File: config.mk
export PLATFORM = sky130hd
export DESIGN_NAME = coin_acceptor
export DESIGN_NICKNAME = d
export VERILOG_FILES = /design/src/rtl/coin_acceptor.sv
export SDC_FILE = /design/constraint.sdc
export NUM_CORES = 1
export LEC_CHECK = 0
export ABC_AREA = 1
export BUFFER_PORTS_ARGS = -buffer_cell sky130_fd_sc_hd__buf_2
export CORE_MARGIN = 4
export CORE_UTILIZATION = 62
export DETAILED_ROUTE_END_ITERATION = 10
export GPL_TIMING_DRIVEN = 1
export PLACE_DENSITY = 0.82
export SYNTH_ARGS = -nofsm -noshare
export SYNTH_HDL_FRONTEND = slang
export SYNTH_SLANG_ARGS = --single-unit
export TNS_END_PERCENT = 5
File: constraint.sdc
create_clock -name clk -period 2.83 [get_ports clk]
set_input_delay 0.566 -clock clk [delete_from_list [all_inputs] [get_ports clk]]
set_output_delay 0.566 -clock clk [all_outputs]
set_load 0.03 [all_outputs]
File: src/rtl/coin_acceptor.sv
// Coin sensor conditioner: synchronises and debounces two raw slot sensors and
// issues serialised one-cycle coin5/coin10 pulses. Optional feature: COIN_INHIBIT_EN.
module coin_acceptor #(
  parameter int DEBOUNCE_CYCLES = 4,
  parameter int CNT_W           = 8
) (
  input  logic clk,
  input  logic reset,
  input  logic coin5_raw,
  input  logic coin10_raw,
  output logic coin5,
  output logic coin10
`ifdef COIN_INHIBIT_EN
  ,
  input  logic inhibit,
  output logic coin_return
`endif
);

  localparam logic [CNT_W-1:0] CNT_LAST = CNT_W'(DEBOUNCE_CYCLES - 1);

  // Bit 0 is the 5-unit channel, bit 1 the 10-unit channel.
  logic [1:0] raw, s1, s2, deb, deb_q, rise;
  logic       pend5, pend10;
  logic       req5, req10, hold;

  assign raw = {coin10_raw, coin5_raw};

  // NOTE: sequential state uses non-blocking assignments so every flop samples
  // the pre-edge value of its neighbours, independent of block ordering.
  always_ff @(posedge clk or posedge reset) begin
    if (reset) begin
      s1    <= '0;
      s2    <= '0;
      deb_q <= 2'b11;
    end else begin
      s1    <= raw;
      s2    <= s1;
      deb_q <= deb;
    end
  end

  for (genvar ch = 0; ch < 2; ch++) begin : g_deb
    logic [CNT_W-1:0] cnt;
    logic             deb_r;

    // Debounced level starts high so a coin already sitting in the slot at
    // reset release is treated as present and never pulses.
    always_ff @(posedge clk or posedge reset) begin
      if (reset) begin
        cnt   <= '0;
        deb_r <= 1'b1;
      end else if (s2[ch] == deb_r) begin
        cnt <= '0;
      end else if (cnt == CNT_LAST) begin
        deb_r <= s2[ch];
        cnt   <= '0;
      end else begin
        cnt <= cnt + 1'b1;
      end
    end

    assign deb[ch] = deb_r;
  end

  assign rise  = deb & ~deb_q;
  assign req5  = rise[0] | pend5;
  assign req10 = rise[1] | pend10;

`ifdef COIN_INHIBIT_EN
  assign hold = inhibit;

  always_ff @(posedge clk or posedge reset) begin
    if (reset) coin_return <= 1'b0;
    else       coin_return <= inhibit & (req5 | req10);
  end
`else
  assign hold = 1'b0;
`endif

  // coin5 wins a collision; a losing coin10 waits exactly one cycle in pend10.
  always_ff @(posedge clk or posedge reset) begin
    if (reset) begin
      coin5  <= 1'b0;
      coin10 <= 1'b0;
      pend5  <= 1'b0;
      pend10 <= 1'b0;
    end else begin
      coin5  <= req5 & ~hold;
      coin10 <= req10 & ~req5 & ~hold;
      pend5  <= 1'b0;
      pend10 <= req10 & req5;
    end
  end

endmodule

==> Word level (Yosys, flattened, before mapping) <==
Cells that the tools add are included.
{ "op_classes": {"addsub": 2, "eq_ne": 4, "muxes": 4, "bitwise_logic": 8, "reduce_logical": 2} }
{ "ops": {"columns": ["op", "count"], "rows": [
  ["$mux 8", 4],
  ["$add 8x1->8 const B", 2],
  ["$eq 8x2->1 const B", 2],
  ["$reduce_and 2->1", 2],
  ["$not 1->1", 3],
  ["$and 1x1->1", 2],
  ["$and 2x2->2", 1],
  ["$eq 1x1->1", 2],
  ["$not 2->2", 1],
  ["$or 1x1->1", 1]
]} }
{ "word_totals": {"regBits": 27, "input_bits": 4, "out_inout_bits": 2, "wordCells": 30} }

==> Depth between registers and ports, before layout <==
Gate-level depths: netlist (run 1).
{ "logic_depth": {"depth_word": 4, "depth_mapped": 7} }

==> Least setup slack after synthesis (run 1) <==
OpenSTA, ideal clock, no wires.
{ "synth_timing": {"path_type": "register -> register", "startpoint": "register g_deb[1].cnt[0]", "endpoint": "register g_deb[1].cnt[6]", "setup_ns": 0.120, "arrival_ns": 1.008, "required_ns": 2.710, "path_slack_ns": 1.702, "path_stages_with_launch": 6, "path_cell_list": "dfrtp_1 -> ha_1 -> nor3b_1 -> nand2_1 -> nand2_1 -> nor2_1"} }
{ "synth_between": {"elab_chain_len": 3} }
{ "synth_lines": {"columns": ["element", "line_no", "source"], "rows": [
  ["start, declared", "44", "logic [CNT_W-1:0] cnt;"],
  ["start signal, assigned", "59", "cnt <= cnt + 1'b1;"],
  ["$add 8x1->8 or $eq 8x2->1 (tied branches)", "59, 55", null],
  ["$mux 8 (*)", "55", "end else if (cnt == CNT_LAST) begin"],
  ["$mux 8 (*)", "53", "end else if (s2[ch] == deb_r) begin"]
]} }
Every way passes the cells marked *; elsewhere a longest branch is shown, timed or not.
A chain may end at the register's enable or synchronous reset.

==> Final worst setup path (run 1) <==
{ "layout_timing": {"startpoint": "register coin10", "endpoint": "output coin10"} }
{ "layout_rtl": {"columns": ["element", "line_no", "source"], "rows": [
  ["start, declared", "12", "output logic coin10"],
  ["start signal, assigned", "90", "coin10 <= req10 & ~req5 & ~hold;"]
]} }
No word-level cell between the ends.

==> results of run 1 <==
cells in the mapped netlist:
library cell / count / area share
ha_1: 4 / 0.041
nor3b_1: 1 / 0.0062
nand2_1: 35 / 0.11
nand2_2: 2 / 0.010
xor2_1: 6 / 0.044
xnor2_1: 2 / 0.015
nand3_1: 10 / 0.041
nor3_1: 1 / 0.0041
dfstp_2: 4 / 0.087
nor2_1: 29 / 0.090
a21oi_1: 1 / 0.0041
inv_1: 20 / 0.062
o21ai_1: 2 / 0.0083
dfrtp_1: 23 / 0.48
through the flow:
step | utilization | cells
2_1_floorplan | - | 140
3_3_place_gp | 0.708 | 170
3_5_place_dp | 0.708 | 170
4_1_cts | 0.723 | 174
5_1_grt | 0.723 | 174
6_report | 0.723 | 174
state kept, by name (all words and copies together), names as in the netlist:
| register | count |
|---|---|
| coin10 | 1 |
| coin5 | 1 |
| g_deb.deb_r | 2 |
| s2 | 2 |
| g_deb.cnt | 16 |
| s1 | 2 |
| deb_q | 2 |
| pend10 | 1 |
layout by cell type, fill, tap and decap left out, drive strengths merged:
master  count
inv        20
nor3        1
nor3b       1
dfrtp      23
nor2       29
o21ai       2
dfstp       4
xnor2       2
clkbuf      4
buf         5
xor2        6
a21oi       1
ha          4
nand2      37
nand3      10
kinds of logic after synthesis:
kind of cell	share of synthesized area
buffers and inverters	0.0622
AND/OR/NAND/NOR	0.261
flip-flops	0.564
AO/OA/AOI/OAI	0.0124
adder cells (fa/ha/maj)	0.0415
XOR/XNOR	0.0581
area by class of cell:
type	count	area share
sequential	27	0.528
multi-input combinational	93	0.350
inverter	20	0.0583
tap	25	0.0243
clock buffer	4	0.0204
timing repair buffer	5	0.0194
worst min-delay path by stage:
stage	start	to	slack, ps	cells past startpoint
finish	coin5_raw	s1[0]$_DFF_PP0_	340	1
global route	coin5_raw	s1[0]$_DFF_PP0_	330	1
floorplan	s1[0]$_DFF_PP0_	s2[0]$_DFF_PP0_	330	0
global placement	s1[1]$_DFF_PP0_	s2[1]$_DFF_PP0_	330	0
detailed placement	s1[1]$_DFF_PP0_	s2[1]$_DFF_PP0_	340	0
CTS	coin10_raw	s1[1]$_DFF_PP0_	340	1
layer usage:
| metal | vias up | wire (microns) | part of all wire | track usage |
|---|---|---|---|---|
| met1 | 384 | 863 | 0.46 | 0.234 |
| met3 | 4 | 94 | 0.051 | 0.0344 |
| met4 | 0 | 23 | 0.012 | 0.0524 |
| li1 | 438 | - | - | - |
| met2 | 22 | 878 | 0.47 | 0.291 |
| met5 | - | 0 | 0 | 0 |
power by group through the flow:
stage	Sequential (mW)	Combinational [mW]	Clock, mW
after global placement	0.547	0.210	0
after detailed placement	0.551	0.223	0
after global routing	0.558	0.257	0.177
after CTS	0.543	0.224	0.161
final	0.543	0.221	0.160
after floorplan	0.557	0.151	0
==> results.json, run 1 <==
{
  "cp_cell_sequence": "buf_2",
  "dr.pass1.iters": 4,
  "fin_crit_ps": 1450,
  "antenna_found_initial": 0,
  "whs_ps": 339,
  "numCtsBuffers": 3,
  "worstMarginPinSlew_ps": 925,
  "leakage_nw": 0.637,
  "avgSynthCellArea_sq_um": 8.62,
  "crit_start": "coin10$_DFF_PP0_",
  "syn2layout_area_growth_pct": 6.85,
  "postRouteAntennaNets": 0,
  "finalHoldViolCount": 0,
  "ios": 6,
  "post_cts_buffers": 0,
  "yosys_warnings": 0,
  "path_clk_slew_ps": 130,
  "htreeDepth": 1,
  "p_switching_uw": 317,
  "drt-initial-drc-count": 25,
  "drc": 0,
  "clock_skew_ps": 4.53,
  "slowest_stage": "dfrtp_1",
  "grt_pass1_wl_microns": 3510,
  "clkPwrFrac": 0.173,
  "fmax_mhz": 691,
  "start_kind": "flop",
  "clk_latency_ps": 320,
  "relSlewSlack": 0.382,
  "gr-total-overflow": 0,
  "fin_nets": 158,
  "power.share.combinational": 0.239,
  "grt_max_degree": 28,
  "dp.final_hpwl_microns": 1450,
  "path_class": "flop to primary output",
  "switching_share": 0.343,
  "pwr_density_cell_nw_per_um2": 717,
  "slowest_delay_ps": 390,
  "final.fill_count": 152,
  "postLayoutCellArea_sq_um": 1290,
  "fin_ws_ps": 1380,
  "chipWidth_microns": 52.1,
  "multiInputGateArea_sq_um": 450,
  "worstPathRequired_ps": 2260,
  "reg2reg_depth": 5,
  "end_kind": "primary output",
  "cts_tree": "yes",
  "place_area_sq_um": 1260,
  "pre_cts_slack_ps": 1380,
  "dieArea_sq_um": 2710,
  "port_buffers": 5,
  "outcome": "finished clean",
  "vdd_drop_max_v": 0.000538,
  "track_usage": 0.176,
  "critPathMaxFanout": 1,
  "endpoint": "coin10",
  "layout-drive-gt1-share": 0.0940,
  "path_depth": 1,
  "cts.repair.resized": 0,
  "drv_cap": 0,
  "reg2reg_to": "g_deb[1].cnt[0]$_DFF_PP0_",
  "p_seq_frac": 0.588,
  "wl_microns": 1860,
  "power.total_uw": 924,
  "via_per_inst": 4.87,
  "critPathTopFamily": "flip-flops",
  "diodes": 0,
  "fin_tns_setup_ps": 0,
  "slew_violations": 0,
  "cts_hold_buf": 0,
  "timing.critical_path.buf_inv": 1,
  "cts-root-buf": "clkbuf_4",
  "first_global_vias": 846,
  "chipHeight_microns": 52.1,
  "place.gp.congestion": 0.783,
  "rsz0062_at_grt": "no",
  "ys_seq_elements": 27,
  "setup_viol": 0,
  "synth_cell_types": 14,
  "syn_area_sq_um": 1210,
  "core_area_sq_um": 1780,
  "r2r-start": "g_deb[1].cnt[0]$_DFF_PP0_",
  "clock_path_buffers": 2,
  "vias": 848,
  "timing.final.crit_share": 0.511,
  "syn-num-nets": 148,
  "fp-row-count": 15,
  "syn_inst": 140,
  "register_area_sq_um": 681,
  "r2r_setup_slack_ps": 1540,
  "start_util": 0.676,
  "wire_per_inst_microns": 10.7,
  "hold_path_class": "input port to flop",
  "cts_sinks": 27,
  "internal-power_uw": 607,
  "yosysSeqAreaShare": 0.564,
  "arrival_ps": 880
}
Power figures use the tool's default switching activity.
==> inputs of run 2 (changes only) <==
--- a/config.mk
+++ b/config.mk
@@ -5,13 +5,14 @@
 export SDC_FILE = /design/constraint.sdc
 export NUM_CORES = 1
 export LEC_CHECK = 0
-export ABC_AREA = 1
+export ABC_AREA = 0
 export BUFFER_PORTS_ARGS = -buffer_cell sky130_fd_sc_hd__buf_2
+export CORE_ASPECT_RATIO = 0.6
 export CORE_MARGIN = 4
-export CORE_UTILIZATION = 62
+export CORE_UTILIZATION = 52
 export DETAILED_ROUTE_END_ITERATION = 10
 export GPL_TIMING_DRIVEN = 1
-export PLACE_DENSITY = 0.82
+export PLACE_DENSITY = 0.74
 export SYNTH_ARGS = -nofsm -noshare
 export SYNTH_HDL_FRONTEND = slang
 export SYNTH_SLANG_ARGS = --single-unit
==> constraint.sdc (replaced) <==
create_clock -name clk -period 1.2 [get_ports clk]
set_input_delay 0.24 -clock clk [delete_from_list [all_inputs] [get_ports clk]]
set_output_delay 0.24 -clock clk [all_outputs]
set_load 0.03 [all_outputs]
==> results.json, run 2 <==
{
  "drv_cap": 0,
  "postRouteAntennaNets": 0,
  "syn_inst": 99,
  "yosysTopAreaCell": "dfrtp_1",
  "place.gp.congestion": 0.796,
  "clock_skew_ps": 10.1,
  "synth_simple_gate_area_frac": 0.181,
  "vias": 816,
  "synth_top_family_by_area": "simple AND/OR/NAND/NOR gates",
  "layout_common_cells": "dfrtp_1, buf_4, nor2_1",
  "syn_area_sq_um": 1130,
  "ys_top_cells_by_area": "dfrtp_1, dfstp_2, ha_1, nor2_1, nand3_1",
  "worstPathRequired_ps": 1420,
  "numCtsBuffers": 3,
  "fin_crit_ps": 1330,
  "rsz0062_at_grt": "yes",
  "gr-total-overflow": 0,
  "pre_cts_slack_ps": -157,
  "fp-row-count": 12,
  "ys_seq_elements": 27,
  "finalCoreUtilization": 0.733,
  "finalHoldViolCount": 0,
  "slowest_delay_ps": 430,
  "cts-root-buf": "clkbuf_4",
  "yosys_warnings": 0,
  "fin_tns_setup_ps": -1360,
  "layout_commonest_cell": "dfrtp_1",
  "vdd_drop_max_v": 0.00109,
  "ys_async_sr_fraction": 1.00,
  "setup_viol": 16,
  "timing.critical_path.buf_inv": 0,
  "chipHeight_microns": 44.2,
  "start_kind": "flop",
  "layout-drive-gt1-share": 0.344,
  "yosysMostFrequentCell": "dfrtp_1",
  "avgSynthCellArea_sq_um": 11.5,
  "pwr_density_cell_nw_per_um2": 1820,
  "dieArea_sq_um": 3020,
  "first_global_vias": 804,
  "synth_cell_types": 20,
  "syn-num-nets": 107,
  "critPathTopFamily": "flip-flops",
  "cp_cell_sequence": "ha_2 -> nor4b_4 -> a21o_1 -> nor2_1",
  "path_class": "flop to flop",
  "core_area_sq_um": 1950,
  "start_util": 0.581,
  "diodes": 0,
  "grt_pass1_wl_microns": 3780,
  "worstMarginPinSlew_ps": 354,
  "drt-initial-drc-count": 50,
  "dr.pass1.iters": 4,
  "ys.flop_type": "dfrtp_1",
  "wl_microns": 2150,
  "synth.top_cell.area_share": 0.507,
  "cts_sinks": 27,
  "htreeDepth": 1,
  "cts_tree": "yes",
  "end_kind": "flop",
  "port_buffers": 5,
  "hold_path_class": "flop to flop",
  "yosys.area_share.xor_xnor": 0.0617,
  "slowest_stage": "dfrtp_1",
  "violations": "negative setup slack",
  "fmax_mhz": 750,
  "synthAdderAreaFrac": 0.0441,
  "track_usage": 0.173,
  "antenna_found_initial": 0,
  "clock_path_buffers": 2,
  "largest_reg_flops": 16,
  "arrival_ps": 1560,
  "leakage_nw": 0.642,
  "synth.mux.area_fraction": 0.0198,
  "relSlewSlack": 0.762,
  "dp.final_hpwl_microns": 1500,
  "syn2layout_area_growth_pct": 26.1,
  "critPathMaxFanout": 7,
  "power.total_mw": 2.61,
  "path_clk_slew_ps": 150,
  "drc": 0,
  "yosysSeqAreaShare": 0.600,
  "fin_ws_ps": -134,
  "chipWidth_microns": 68.3,
  "largest_register": "g_deb.cnt",
  "wire_per_inst_microns": 13.8,
  "slew_violations": 0,
  "synth_compound_gate_area_share": 0.0739,
  "clk_latency_ps": 330,
  "outcome": "complete, but fails checks",
  "via_per_inst": 5.23,
  "synth-edff-count": 0,
  "fin_nets": 137,
  "final.fill_count": 131,
  "ios": 6,
  "grt_max_degree": 28,
  "synth_common_cells": "dfrtp_1, nor2_1, nand3_1",
  "timing.final.crit_share": 1.11
}
-- run 2: worst register-to-register path: stages, from the launching register on --
cell and delay [ps]:
dfrtp_1 430, ha_2 210, nor4b_4 230, a21o_1 290, nor2_1 70
-- run 2: stage by stage --
| stage | instance area, sq um | instances | hold slack [ps] |
|---|---|---|---|
| 6_report | 1430 | 156 | 369 |
| 5_1_grt | 1430 | 156 | 378 |
| 4_1_cts | 1390 | 154 | 2.84 |
| 3_5_place_dp | 1310 | 145 | 317 |
| 3_3_place_gp | 1310 | 145 | 305 |
| 2_1_floorplan | 1150 | 99 | 271 |
-- run 2: final cells by class --
class | instances | area, sq um | area share
sequential | 27 | 683 | 0.477
multi-input combinational | 66 | 474 | 0.331
timing repair buffer | 25 | 186 | 0.130
tap | 28 | 35.0 | 0.0245
clock buffer | 3 | 22.5 | 0.0157
inverter | 6 | 22.5 | 0.0157
clock inverter | 1 | 7.51 | 0.00524
-- run 2: worst paths after layout --
check,startpoint,endpoint,slack (ps),depth (start not counted)
max in group asynchronous,reset,g_deb[1].deb_r$_DFFE_PP1P_,420,4
hold reg to reg,s1[0]$_DFF_PP0_,s2[0]$_DFF_PP0_,370,0
setup / recovery,g_deb[0].cnt[0]$_DFF_PP0_,g_deb[0].cnt[0]$_DFF_PP0_,-130,4
min in group asynchronous,reset,s1[0]$_DFF_PP0_,480,4
hold / removal,s1[0]$_DFF_PP0_,s2[0]$_DFF_PP0_,370,0
setup reg to reg,g_deb[0].cnt[0]$_DFF_PP0_,g_deb[0].cnt[0]$_DFF_PP0_,-130,4
-- run 2: cells by family after synthesis --
family,count (synthesis)
adders and majority gates,4
buffers and inverters,6
DFF,27
muxes,2
xor gates and xnor gates,8
and+or+nand+nor,37
AOI/OAI and AO/OA,15
-- run 2: per-layer routing --
| metal | GRT usage | vias to the layer above | share of wire |
|---|---|---|---|
| met5 | 0 | - | 0 |
| met4 | 0.0237 | 0 | 0.0037 |
| met3 | 0.0609 | 3 | 0.056 |
| met2 | 0.259 | 17 | 0.44 |
| met1 | 0.249 | 398 | 0.50 |
| li1 | - | 398 | - |
-- run 2: power by group --
part           leakage (nW)  switching (mW)  internal [mW]
Combinational         0.284           0.477          0.453
Clock                0.0139           0.267          0.128
Sequential            0.344           0.143           1.14
Total                 0.642           0.887           1.72
-- run 2: timing repair --
action | in CTS | in global routing
setup endpoints to repair | 16 | 16
hold buffers | 2 | 1
endpoints found under the hold margin | 24 | 1
pin swaps | 5 | 2
resized for setup | 3 | 6
buffers inserted | 3 | 1
